## src/rtl/ps2_pkg.sv

```systemverilog
// Shared types, scan-code constants and the set-2 to ASCII translation table
// for the PS/2 keyboard receiver.
package ps2_pkg;

  typedef enum logic [1:0] {
    FRAME_IDLE,
    FRAME_DATA,
    FRAME_PARITY,
    FRAME_STOP
  } frame_state_e;

  localparam logic [7:0] SC_EXT    = 8'hE0;
  localparam logic [7:0] SC_BREAK  = 8'hF0;
  localparam logic [7:0] SC_LSHIFT = 8'h12;
  localparam logic [7:0] SC_RSHIFT = 8'h59;

  // Returns {mapped, ascii}; each entry lists the {unshifted, shifted} pair.
  function automatic logic [8:0] scan_to_ascii(input logic [7:0] code,
                                                input logic       ext,
                                                input logic       shift);
    logic [7:0] lo;
    logic [7:0] hi;
    logic       hit;
    lo  = '0;
    hi  = '0;
    hit = 1'b1;
    if (ext) begin
      hit = (code == 8'h5A);
      lo  = 8'h0D;
      hi  = 8'h0D;
    end else begin
      case (code)
        8'h1C: {lo, hi} = {"a", "A"};
        8'h32: {lo, hi} = {"b", "B"};
        8'h21: {lo, hi} = {"c", "C"};
        8'h23: {lo, hi} = {"d", "D"};
        8'h24: {lo, hi} = {"e", "E"};
        8'h2B: {lo, hi} = {"f", "F"};
        8'h34: {lo, hi} = {"g", "G"};
        8'h33: {lo, hi} = {"h", "H"};
        8'h43: {lo, hi} = {"i", "I"};
        8'h3B: {lo, hi} = {"j", "J"};
        8'h42: {lo, hi} = {"k", "K"};
        8'h4B: {lo, hi} = {"l", "L"};
        8'h3A: {lo, hi} = {"m", "M"};
        8'h31: {lo, hi} = {"n", "N"};
        8'h44: {lo, hi} = {"o", "O"};
        8'h4D: {lo, hi} = {"p", "P"};
        8'h15: {lo, hi} = {"q", "Q"};
        8'h2D: {lo, hi} = {"r", "R"};
        8'h1B: {lo, hi} = {"s", "S"};
        8'h2C: {lo, hi} = {"t", "T"};
        8'h3C: {lo, hi} = {"u", "U"};
        8'h2A: {lo, hi} = {"v", "V"};
        8'h1D: {lo, hi} = {"w", "W"};
        8'h22: {lo, hi} = {"x", "X"};
        8'h35: {lo, hi} = {"y", "Y"};
        8'h1A: {lo, hi} = {"z", "Z"};
        8'h45: {lo, hi} = {"0", ")"};
        8'h16: {lo, hi} = {"1", "!"};
        8'h1E: {lo, hi} = {"2", "@"};
        8'h26: {lo, hi} = {"3", "#"};
        8'h25: {lo, hi} = {"4", "$"};
        8'h2E: {lo, hi} = {"5", "%"};
        8'h36: {lo, hi} = {"6", "^"};
        8'h3D: {lo, hi} = {"7", "&"};
        8'h3E: {lo, hi} = {"8", "*"};
        8'h46: {lo, hi} = {"9", "("};
        8'h4E: {lo, hi} = {"-", "_"};
        8'h55: {lo, hi} = {"=", "+"};
        8'h54: {lo, hi} = {"[", "{"};
        8'h5B: {lo, hi} = {"]", "}"};
        8'h4C: {lo, hi} = {";", ":"};
        8'h52: {lo, hi} = {"'", "\""};
        8'h41: {lo, hi} = {",", "<"};
        8'h49: {lo, hi} = {".", ">"};
        8'h4A: {lo, hi} = {"/", "?"};
        8'h5D: {lo, hi} = {"\\", "|"};
        8'h29: {lo, hi} = {8'h20, 8'h20};
        8'h5A: {lo, hi} = {8'h0D, 8'h0D};
        8'h66: {lo, hi} = {8'h08, 8'h08};
        default: hit = 1'b0;
      endcase
    end
    return {hit, (shift ? hi : lo)};
  endfunction

endpackage

```

## src/rtl/ps2_keyboard_rx_frame.sv

```systemverilog
// PS/2 line conditioning and 11-bit frame reception: synchronizers, clock
// glitch filter, mid-frame timeout and the start/data/parity/stop FSM.
module ps2_frame_rx
  import ps2_pkg::*;
#(
  parameter int unsigned FILTER_LEN     = 8,
  parameter int unsigned TIMEOUT_CYCLES = 100_000
) (
  input  logic       clk,
  input  logic       rst_n,
  input  logic       ps2_clk,
  input  logic       ps2_data,
  output logic [7:0] scan_code,
  output logic       scan_valid,
  output logic       frame_err
);

  localparam int unsigned TW = $clog2(TIMEOUT_CYCLES + 1);

  logic [1:0]   clk_sync_q, clk_sync_d;
  logic [1:0]   data_sync_q, data_sync_d;
  logic         filt_q, filt_d;
  logic [7:0]   filt_cnt_q, filt_cnt_d;
  logic         filt_prev_q, filt_prev_d;
  logic         strobe;
  logic         data_s;

  frame_state_e state_q, state_d;
  logic [2:0]   bit_cnt_q, bit_cnt_d;
  logic [7:0]   shreg_q, shreg_d;
  logic         parity_q, parity_d;
  logic [TW-1:0] to_cnt_q, to_cnt_d;
  logic [7:0]   scan_code_q, scan_code_d;
  logic         scan_valid_q, scan_valid_d;
  logic         frame_err_q, frame_err_d;

  always_comb begin
    clk_sync_d  = {clk_sync_q[0], ps2_clk};
    data_sync_d = {data_sync_q[0], ps2_data};
    filt_d      = filt_q;
    filt_cnt_d  = '0;
    filt_prev_d = filt_q;
    if (clk_sync_q[1] != filt_q) begin
      if (filt_cnt_q == 8'(FILTER_LEN - 1)) begin
        filt_d = clk_sync_q[1];
      end else begin
        filt_cnt_d = filt_cnt_q + 8'd1;
      end
    end
  end

  // Strobe one cycle after the filtered clock registers low.
  assign strobe = filt_prev_q & ~filt_q;
  assign data_s = data_sync_q[1];

  always_comb begin
    state_d      = state_q;
    bit_cnt_d    = bit_cnt_q;
    shreg_d      = shreg_q;
    parity_d     = parity_q;
    to_cnt_d     = '0;
    scan_code_d  = scan_code_q;
    scan_valid_d = 1'b0;
    frame_err_d  = 1'b0;

    if (state_q != FRAME_IDLE && !strobe) begin
      to_cnt_d = to_cnt_q + 1'b1;
    end

    case (state_q)
      FRAME_IDLE: begin
        if (strobe) begin
          if (!data_s) begin
            state_d   = FRAME_DATA;
            bit_cnt_d = '0;
          end else begin
            frame_err_d = 1'b1;
          end
        end
      end
      FRAME_DATA: begin
        if (strobe) begin
          shreg_d   = {data_s, shreg_q[7:1]};
          bit_cnt_d = bit_cnt_q + 3'd1;
          if (bit_cnt_q == 3'd7) begin
            state_d = FRAME_PARITY;
          end
        end
      end
      FRAME_PARITY: begin
        if (strobe) begin
          parity_d = data_s;
          state_d  = FRAME_STOP;
        end
      end
      FRAME_STOP: begin
        if (strobe) begin
          if (data_s && ((^shreg_q) ^ parity_q)) begin
            scan_code_d  = shreg_q;
            scan_valid_d = 1'b1;
          end else begin
            frame_err_d = 1'b1;
          end
          state_d = FRAME_IDLE;
        end
      end
      default: state_d = FRAME_IDLE;
    endcase

    if (state_q != FRAME_IDLE && !strobe && to_cnt_q == TW'(TIMEOUT_CYCLES - 1)) begin
      state_d     = FRAME_IDLE;
      frame_err_d = 1'b1;
      to_cnt_d    = '0;
    end
  end

  always_ff @(posedge clk or negedge rst_n) begin
    if (!rst_n) begin
      clk_sync_q   <= '1;
      data_sync_q  <= '1;
      filt_q       <= 1'b1;
      filt_cnt_q   <= '0;
      filt_prev_q  <= 1'b1;
      state_q      <= FRAME_IDLE;
      bit_cnt_q    <= '0;
      shreg_q      <= '0;
      parity_q     <= 1'b0;
      to_cnt_q     <= '0;
      scan_code_q  <= '0;
      scan_valid_q <= 1'b0;
      frame_err_q  <= 1'b0;
    end else begin
      clk_sync_q   <= clk_sync_d;
      data_sync_q  <= data_sync_d;
      filt_q       <= filt_d;
      filt_cnt_q   <= filt_cnt_d;
      filt_prev_q  <= filt_prev_d;
      state_q      <= state_d;
      bit_cnt_q    <= bit_cnt_d;
      shreg_q      <= shreg_d;
      parity_q     <= parity_d;
      to_cnt_q     <= to_cnt_d;
      scan_code_q  <= scan_code_d;
      scan_valid_q <= scan_valid_d;
      frame_err_q  <= frame_err_d;
    end
  end

  assign scan_code  = scan_code_q;
  assign scan_valid = scan_valid_q;
  assign frame_err  = frame_err_q;

endmodule

```

## src/rtl/ps2_keyboard_rx.sv

```systemverilog
// PS/2 keyboard receiver top: E0/F0/shift decoding, ASCII translation and
// the output FIFO feeding the UART transmit path.
module ps2_keyboard_rx
  import ps2_pkg::*;
#(
  parameter int unsigned CLK_HZ         = 50_000_000,
  parameter int unsigned FILTER_LEN     = 8,
  parameter int unsigned TIMEOUT_CYCLES = CLK_HZ / 500,
  parameter int unsigned FIFO_DEPTH     = 4
) (
  input  logic       clk,
  input  logic       rst_n,
  input  logic       ps2_clk,
  input  logic       ps2_data,
  output logic [7:0] scan_code,
  output logic       scan_valid,
  output logic       frame_err,
  output logic       shift_held,
  output logic [7:0] out_data,
  output logic       out_valid,
  input  logic       out_ready,
  output logic       overflow
);

  localparam int unsigned AW = $clog2(FIFO_DEPTH);

  logic [7:0] code_w;
  logic       code_valid_w;

  ps2_frame_rx #(
    .FILTER_LEN     (FILTER_LEN),
    .TIMEOUT_CYCLES (TIMEOUT_CYCLES)
  ) u_frame (
    .clk        (clk),
    .rst_n      (rst_n),
    .ps2_clk    (ps2_clk),
    .ps2_data   (ps2_data),
    .scan_code  (code_w),
    .scan_valid (code_valid_w),
    .frame_err  (frame_err)
  );

  logic       ext_q, ext_d;
  logic       brk_q, brk_d;
  logic       shift_held_q, shift_held_d;
  logic       push_q, push_d;
  logic [7:0] push_data_q, push_data_d;
  logic [8:0] lookup;

  always_comb begin
    ext_d        = ext_q;
    brk_d        = brk_q;
    shift_held_d = shift_held_q;
    push_d       = 1'b0;
    push_data_d  = push_data_q;
    lookup       = scan_to_ascii(code_w, ext_q, shift_held_q);
    if (code_valid_w) begin
      if (code_w == SC_EXT) begin
        ext_d = 1'b1;
      end else if (code_w == SC_BREAK) begin
        brk_d = 1'b1;
      end else begin
        if (!ext_q && (code_w == SC_LSHIFT || code_w == SC_RSHIFT)) begin
          shift_held_d = !brk_q;
        end else if (!brk_q && lookup[8]) begin
          push_d      = 1'b1;
          push_data_d = lookup[7:0];
        end
        ext_d = 1'b0;
        brk_d = 1'b0;
      end
    end
  end

  logic [7:0]    mem_q [FIFO_DEPTH];
  logic [AW-1:0] wr_ptr_q, wr_ptr_d;
  logic [AW-1:0] rd_ptr_q, rd_ptr_d;
  logic [AW:0]   count_q, count_d;
  logic [AW:0]   remain;
  logic [7:0]    out_data_q, out_data_d;
  logic          overflow_q, overflow_d;
  logic          pop;
  logic          push_ok;

  // out_data is a register so it keeps the last byte once the FIFO drains;
  // a push into an otherwise-empty FIFO bypasses the memory.
  always_comb begin
    pop        = (count_q != '0) && out_ready;
    push_ok    = push_q && ((count_q != (AW + 1)'(FIFO_DEPTH)) || pop);
    wr_ptr_d   = wr_ptr_q + AW'(push_ok);
    rd_ptr_d   = rd_ptr_q + AW'(pop);
    remain     = count_q - (AW + 1)'(pop);
    count_d    = remain + (AW + 1)'(push_ok);
    overflow_d = push_q && !push_ok;
    out_data_d = out_data_q;
    if (count_d != '0) begin
      out_data_d = (remain == '0) ? push_data_q : mem_q[rd_ptr_d];
    end
  end

  always_ff @(posedge clk) begin
    if (push_ok) begin
      mem_q[wr_ptr_q] <= push_data_q;
    end
  end

  always_ff @(posedge clk or negedge rst_n) begin
    if (!rst_n) begin
      ext_q        <= 1'b0;
      brk_q        <= 1'b0;
      shift_held_q <= 1'b0;
      push_q       <= 1'b0;
      push_data_q  <= '0;
      wr_ptr_q     <= '0;
      rd_ptr_q     <= '0;
      count_q      <= '0;
      out_data_q   <= '0;
      overflow_q   <= 1'b0;
    end else begin
      ext_q        <= ext_d;
      brk_q        <= brk_d;
      shift_held_q <= shift_held_d;
      push_q       <= push_d;
      push_data_q  <= push_data_d;
      wr_ptr_q     <= wr_ptr_d;
      rd_ptr_q     <= rd_ptr_d;
      count_q      <= count_d;
      out_data_q   <= out_data_d;
      overflow_q   <= overflow_d;
    end
  end

  assign scan_code  = code_w;
  assign scan_valid = code_valid_w;
  assign shift_held = shift_held_q;
  assign out_data   = out_data_q;
  assign out_valid  = (count_q != '0);
  assign overflow   = overflow_q;

endmodule
```

## config.mk

```make
export PLATFORM = sky130hd
export DESIGN_NAME = ps2_keyboard_rx
export DESIGN_NICKNAME = d
export VERILOG_FILES = /design/src/rtl/ps2_pkg.sv /design/src/rtl/ps2_keyboard_rx_frame.sv /design/src/rtl/ps2_keyboard_rx.sv
export SDC_FILE = /design/constraint.sdc
export NUM_CORES = 1
export LEC_CHECK = 0
export ABC_AREA = 1
export BUFFER_PORTS_ARGS = -buffer_cell sky130_fd_sc_hd__buf_2
export CELL_PAD_IN_SITES_DETAIL_PLACEMENT = 1
export CELL_PAD_IN_SITES_GLOBAL_PLACEMENT = 1
export CORE_MARGIN = 3
export CORE_UTILIZATION = 40
export CTS_CLUSTER_DIAMETER = 100
export DETAILED_ROUTE_END_ITERATION = 8
export PLACE_DENSITY_LB_ADDON = 0.1
export SLEW_MARGIN = 0
export SYNTH_ARGS = -nofsm -noshare
export SYNTH_HDL_FRONTEND = slang
export SYNTH_SLANG_ARGS = --single-unit
```

## constraint.sdc

```tcl
create_clock -name clk -period 7.2 [get_ports clk]
set_clock_uncertainty 0.15 [all_clocks]
set_input_delay 1.44 -clock clk [delete_from_list [all_inputs] [get_ports clk]]
set_output_delay 1.44 -clock clk [all_outputs]
set_load 0.005 [all_outputs]
```

* Yosys cells after proc, flatten, opt, wreduce, memory -nomap -nowiden
Memories as Yosys holds them, arrays and structs flattened. Index checks and enable logic that the tools add are counted.
Cells by class: add/subtract/negate cells 7, equality and inequality tests 71, multiplexer cells 43, bitwise logic cells 6, reduce and logical (&&, ||, !) cells 32
Operators by type and width (count):
- 7-bit one-hot mux with 49 select lines | 2
- 8-bit by 6-bit == test with 1-bit output (second input constant) | 23
- 8-bit by 7-bit == test with 1-bit output (second input constant) | 20
- 8-bit by 5-bit == test with 1-bit output (second input constant) | 8
- 49-bit OR reduction | 1
- 8-bit two-way mux | 5
- 17-bit two-way mux | 2
- 1-bit two-way mux | 20
- 17-bit by 1-bit adder with 17-bit output (second input constant) | 1
- 17-bit == test (second input constant) | 1
- 8-bit == test (second input constant) | 2
- 3-bit by 1-bit inequality test with 1-bit output (second input constant) | 5
- 2-bit two-way mux | 7
- 2-bit AND reduction | 5
- 3-bit two-way mux | 3
- 8-bit by 1-bit adder with 8-bit output (second input constant) | 1
- 8-bit by 3-bit == test with 1-bit output (second input constant) | 1
- 1-bit logical AND | 8
- 2-bit one-hot mux with 4 select lines | 1
- 4-bit AND reduction | 2
- 8-bit XOR reduction | 1
- 7-bit two-way mux | 1
- 3-bit inequality test (second input constant) | 2
- 3-bit one-hot mux with 2 select lines | 1
- 23 further kinds | 36
Word-level totals: register bits after elaboration 83, memory bits (writable) 32, input bits 5, output and inout bits 21, logic and storage cells 183, memories 1
Memories:
- mem_q | words 4, width 8, read ports 1, clocked after Yosys merged registers in 0, wr ports 1, RTL line ps2_keyboard_rx.sv:75 | logic [7:0] mem_q [FIFO_DEPTH];

* Longest topological paths before layout
depth in word-level cells 10, gate-level depth with buffers 15, depth with buffers taken out 15

* Cells and area by module
Synthesis repeated with hierarchy kept, for this count alone.
Second synthesis, totals: cell total of the unflattened synthesis 846, area total of the unflattened synthesis 6398.6 um^2
By module, submodules not included:
- ps2_keyboard_rx | times used 1, cells an instance 508, area an instance 3601.0 um^2, seq. area each 1491.4 um^2
- ps2_frame_rx | times used 1, cells an instance 338, area an instance 2797.7 um^2, seq. area each 1383.8 um^2

* Worst setup path after synthesis
No wires, ideal clock.
path kind input to register, start point input out_ready, end point register out_data_q[3] (netlist: out_data[3]), library setup time 135 ps, data arrival time 3026 ps, required time 6915 ps, setup slack 3889 ps, stages on the path 9, path buffers 1, cells stage by stage inv_1 a21oi_1 ha_1 ha_1 inv_1 ha_1 nor3_1 clkbuf_1 o21ai_0
Between the ends: longest elaborated chain between the ends 5, elaborated cells on any way between the ends 10, those cells by class add/sub: 3; mux: 1; reduce/logical: 5; memory: 1
Ends and longest elaborated chain:
- from (decl) | RTL line ps2_keyboard_rx.sv:21 | input logic out_ready,
- 1-bit logical AND (*) | RTL line ps2_keyboard_rx.sv:88 | pop = (count_q != '0) && out_ready;
- branches (longest 2 deep; another with 3-bit by 1-bit subtractor with 3-bit output)
- 3-bit by 1-bit adder with 3-bit output (*) | RTL line ps2_keyboard_rx.sv:93 | count_d = remain + (AW + 1)'(push_ok);
- net count_d[1] | RTL line ps2_keyboard_rx.sv:78 | logic [AW:0] count_q, count_d;
- 3-bit nonzero test (*) | RTL line ps2_keyboard_rx.sv:96 | if (count_d != '0) begin
- to (signal assigned) | RTL line ps2_keyboard_rx.sv:128 | out_data_q <= out_data_d;
- to (decl) | RTL line ps2_keyboard_rx.sv:80 | logic [7:0] out_data_q, out_data_d;
Mark *: on every way through the listed nets, which the timed path passes. A chain may end at the register's enable or synchronous reset.

* Worst setup path after layout
start point input out_ready, end point register out_data_q[6] (netlist: out_data[6])
Same word-level chain as after synthesis.

==> metrics list <==
* Routed vias/inst: 5.16
- For this configuration, the core starts out at a cell density of 40.9%.
* TritonCTS clock tree: built
* Share of the clock period used by the worst path after layout: 50.6%
- Die Span Y: 128 um
- The worst setup path is launched from an input pin.
- Clk_lat worst skew: 0.35 ns
- By area the synthesized netlist is led by sky130_fd_sc_hd__dfrtp_1 31%, sky130_fd_sc_hd__edfxtp_1 14%, sky130_fd_sc_hd__nand2_1 13%.
- Maximum count of clock buffers along a single path: 2
- The worst hold path passes through 0 cells.
- Yosys printed 0 warnings.
* Wire length of the first global-routing pass: 26.0 mm
- Initial antenna violation count: 0
* Crit Reg-Reg Startpoint: count_q[0]
* Number of global-route vias before repair: 5310
* Hold Vio Cnt, Final: 0
- Number of routed nets with antenna violations: 0
* Synth Cell Area: 5970 um^2
- Post-CTS Hold Buffers: 0
- Seq cells post-synth: 109
- The most common cell in the synthesized netlist is sky130_fd_sc_hd__nand2_1.
- Counting flops with a built-in enable in the synthesized netlist gives 28.
- After synthesis, the share of flip-flops with an asynchronous set or reset is 74.3%.
- Start point of the worst min-delay path: u_frame.data_sync_q[0]
- Main flop type after synthesis: sky130_fd_sc_hd__dfrtp_1
- Summed over all cells, the static leakage comes to 3.22 nW.
- Counting cells, the worst reg-to-reg path comes to 9.
- HPWL reported at the end of detailed placement: 11.8 mm
- The tool flagged a number of max-cap violations equal to 0.
- Sequential area share after synthesis: 48.2%
- The tightest hold path in the finished design has a slack of 0.207 ns.
- Number of slew-limit violations in the final report: 0
* Critical path type: in -> reg
- Post-CTS repair changed the size of 0 cells.
- Dividing the detail-routed wire length by the instance count gives 15.6 um.
- Ant. Diodes: 0
* Run status: complete, no violations
- Synthesized netlist net count: 763
- The share of synthesized area in the top cell type comes to 31.4%.
- The worst pin sits at a relative slew slack of 8.53%.
- Setup repair after global routing missed its margin: no
* Count of fill cells added during filler insertion: 1797
- The routed layout has 4957 vias.
* Largest net degree at the start of global routing: 54
- VDD sags by at most 0.129 mV.
- Final setup violating endpoints: 0
- Worst Tran Pin Value: 1.36 ns
- Power per unit of standard cell area: 264 nW/um^2
- The netlist uses 40 different library cells.
* Most frequent cells after synthesis: 208 x sky130_fd_sc_hd__nand2_1, 105 x sky130_fd_sc_hd__nor2_1, 75 x sky130_fd_sc_hd__dfrtp_1
- Cell chosen for the clock root: sky130_fd_sc_hd__clkbuf_16
* Final critical path time including I/O delays and setup: 3.64 ns
- Cells after synthesis: 744
* Final #Nets: 791
- For this run, design rule violations remaining after detail routing come to 0.
- In the global route stage, overall resource usage came out at 19.6%.
- Ports placed on the boundary: 26
- The biggest area contributor in the post-synthesis netlist is sky130_fd_sc_hd__dfrtp_1.
- Max FO, Critical Path: 14
* Total CTS buffers: 9
* Proportion of layout cells with a drive suffix above 1: 12.5%
- Detailed-route wire length: 15.0 mm
* Initial detailed-routing violation count: 239
- Arrival @ worst endpoint: 3.67 ns
* Worst reg2reg setup slack: 4.14 ns
- H-tree levels: 3
* Storage cell area: 2880 um^2
- Post-CTS Setup Repair Bufs: 0
- For this run, the top clock speed supported by timing is 275 MHz.
- For the worst setup path, the data required time is 7.23 ns.
* Area of the multi-input gates: 2750 um^2
- The die covers 16400 um^2.
- After clock tree synthesis, the clock-pin slew on the worst setup and hold paths is 0.07 ns.
* GR Overflow Total: 0
- The first TritonRoute pass finished after 4 iterations.
* Number of rows in the core area: 44
* Final core occ: 45.0%
* Average cell area after synthesis: 8.02 um^2
* Endpoint type of the worst setup path: flop
- The core region is 14600 um^2.
- GP Congestion: 0.902
* CTS sink count: 109
- From left edge to right edge, the die measures 128 um.
- Min-Delay Endpoint: u_frame.data_sync_q[1]
- The path class of the tightest hold or removal check is reg -> reg.
- Endpoint of the worst register-to-register path: out_data[6]
- The count of buffers added on input and output ports is 24.
- Synthesis-to-layout area growth: 10.0%
- Summed negative setup slack over all endpoints: 0 ns
-- sequential cells by signal (all words and copies together), names as in the netlist, 3 cells and up --
register / count
count_q: 3
mem_q: 28
out_data: 7
push_data_q: 7
u_frame.bit_cnt_q: 3
u_frame.filt_cnt_q: 8
u_frame.scan_code: 8
u_frame.shreg_q: 8
u_frame.to_cnt_q: 17
-- worst max path at each step --
| stage | start | cells after the start | slack [ns] | endpoint |
|---|---|---|---|---|
| 2_1_floorplan | out_ready | 9 | 3.89 | out_data[3] |
| 3_3_place_gp | out_ready | 9 | 3.37 | out_data[0] |
| 3_5_place_dp | out_ready | 10 | 3.15 | out_data[2] |
| 4_1_cts | out_ready | 10 | 3.53 | out_data[6] |
| 5_1_grt | out_ready | 10 | 3.24 | out_data[2] |
| 6_report | out_ready | 10 | 3.56 | out_data[6] |
-- layout by cell type (no fill, tap or decap), types with 7 or more instances in the layout --
cell type,synthesis,final
sky130_fd_sc_hd__nor2_4,8,8
sky130_fd_sc_hd__o31ai_1,9,9
sky130_fd_sc_hd__o21ai_0,27,27
sky130_fd_sc_hd__inv_2,9,9
sky130_fd_sc_hd__nand2_1,208,208
sky130_fd_sc_hd__inv_1,72,72
sky130_fd_sc_hd__dfrtp_1,75,75
sky130_fd_sc_hd__xnor2_1,11,11
sky130_fd_sc_hd__or2_2,10,10
sky130_fd_sc_hd__nand2_2,11,11
sky130_fd_sc_hd__clkbuf_16,0,9
sky130_fd_sc_hd__nand3_1,37,37
sky130_fd_sc_hd__buf_2,0,23
sky130_fd_sc_hd__ha_1,14,14
sky130_fd_sc_hd__o211ai_1,8,8
sky130_fd_sc_hd__nor2_1,105,105
sky130_fd_sc_hd__edfxtp_1,28,28
sky130_fd_sc_hd__nor2_2,7,7
sky130_fd_sc_hd__nor3_1,21,21
sky130_fd_sc_hd__a21oi_1,14,14
sky130_fd_sc_hd__nand4_1,16,16
-- area by class of cell --
type,count,area share (%)
flip-flops and latches,109,43.8
repair buffers,25,1.98
inverters,82,4.69
multi-input cells,545,41.9
well taps,184,3.51
clock buffers,11,3.60
clock inverters,5,0.515
-- layer usage --
layer / track usage [%] / vias to the layer above / routed length (um)
met4: 6.80 / 0 / 340
met3: 3.83 / 27 / 502
met1: 26.1 / 2404 / 6970
met5: 0 / - / 0
li1: - / 2468 / -
met2: 32.2 / 58 / 7220
-- critical path, cell delays in order --
cell and delay, ns:
sky130_fd_sc_hd__buf_2 0.09, sky130_fd_sc_hd__inv_1 0.06, sky130_fd_sc_hd__a21oi_1 0.06, sky130_fd_sc_hd__ha_1 0.22
sky130_fd_sc_hd__ha_1 0.30, sky130_fd_sc_hd__inv_1 0.05, sky130_fd_sc_hd__ha_1 0.22, sky130_fd_sc_hd__xnor2_1 0.15
sky130_fd_sc_hd__nor3_1 0.83, sky130_fd_sc_hd__o21ai_0 0.24
-- cell families (layout without fill, tap and decap cells) --
| logic type | Yosys count | in the layout | share of synthesized area (%) |
|---|---|---|---|
| other cells | 1 | 1 | 0.0628 |
| mux | 6 | 6 | 1.01 |
| xor+xnor | 17 | 17 | 2.49 |
| compound gates | 69 | 69 | 6.98 |
| simple gates | 438 | 438 | 32.6 |
| fa+ha+maj | 14 | 14 | 2.94 |
| flops | 109 | 109 | 48.2 |
| buf+inv | 90 | 123 | 5.72 |
-- report_power, final --
part	switching [mW]	total, mW	leakage (nW)	internal (mW)
clock network	0.222	0.462	0.138	0.240
registers	0.0499	0.762	1.30	0.712
logic	0.321	0.511	1.78	0.191
-- metrics by stage --
step | worst slack [ns] | std cells | power, mW | area (um^2)
finish | 3.56 | 961 | 1.74 | 6570
global route | 3.24 | 961 | 1.88 | 6570
CTS | 3.53 | 961 | 1.77 | 6570
detailed placement | 3.15 | 945 | 1.30 | 6290
global placement | 3.37 | 945 | 1.26 | 6290
floorplan | 3.89 | 744 | 1.15 | 5970
No activity file was read; power rests on OpenSTA's default activity.
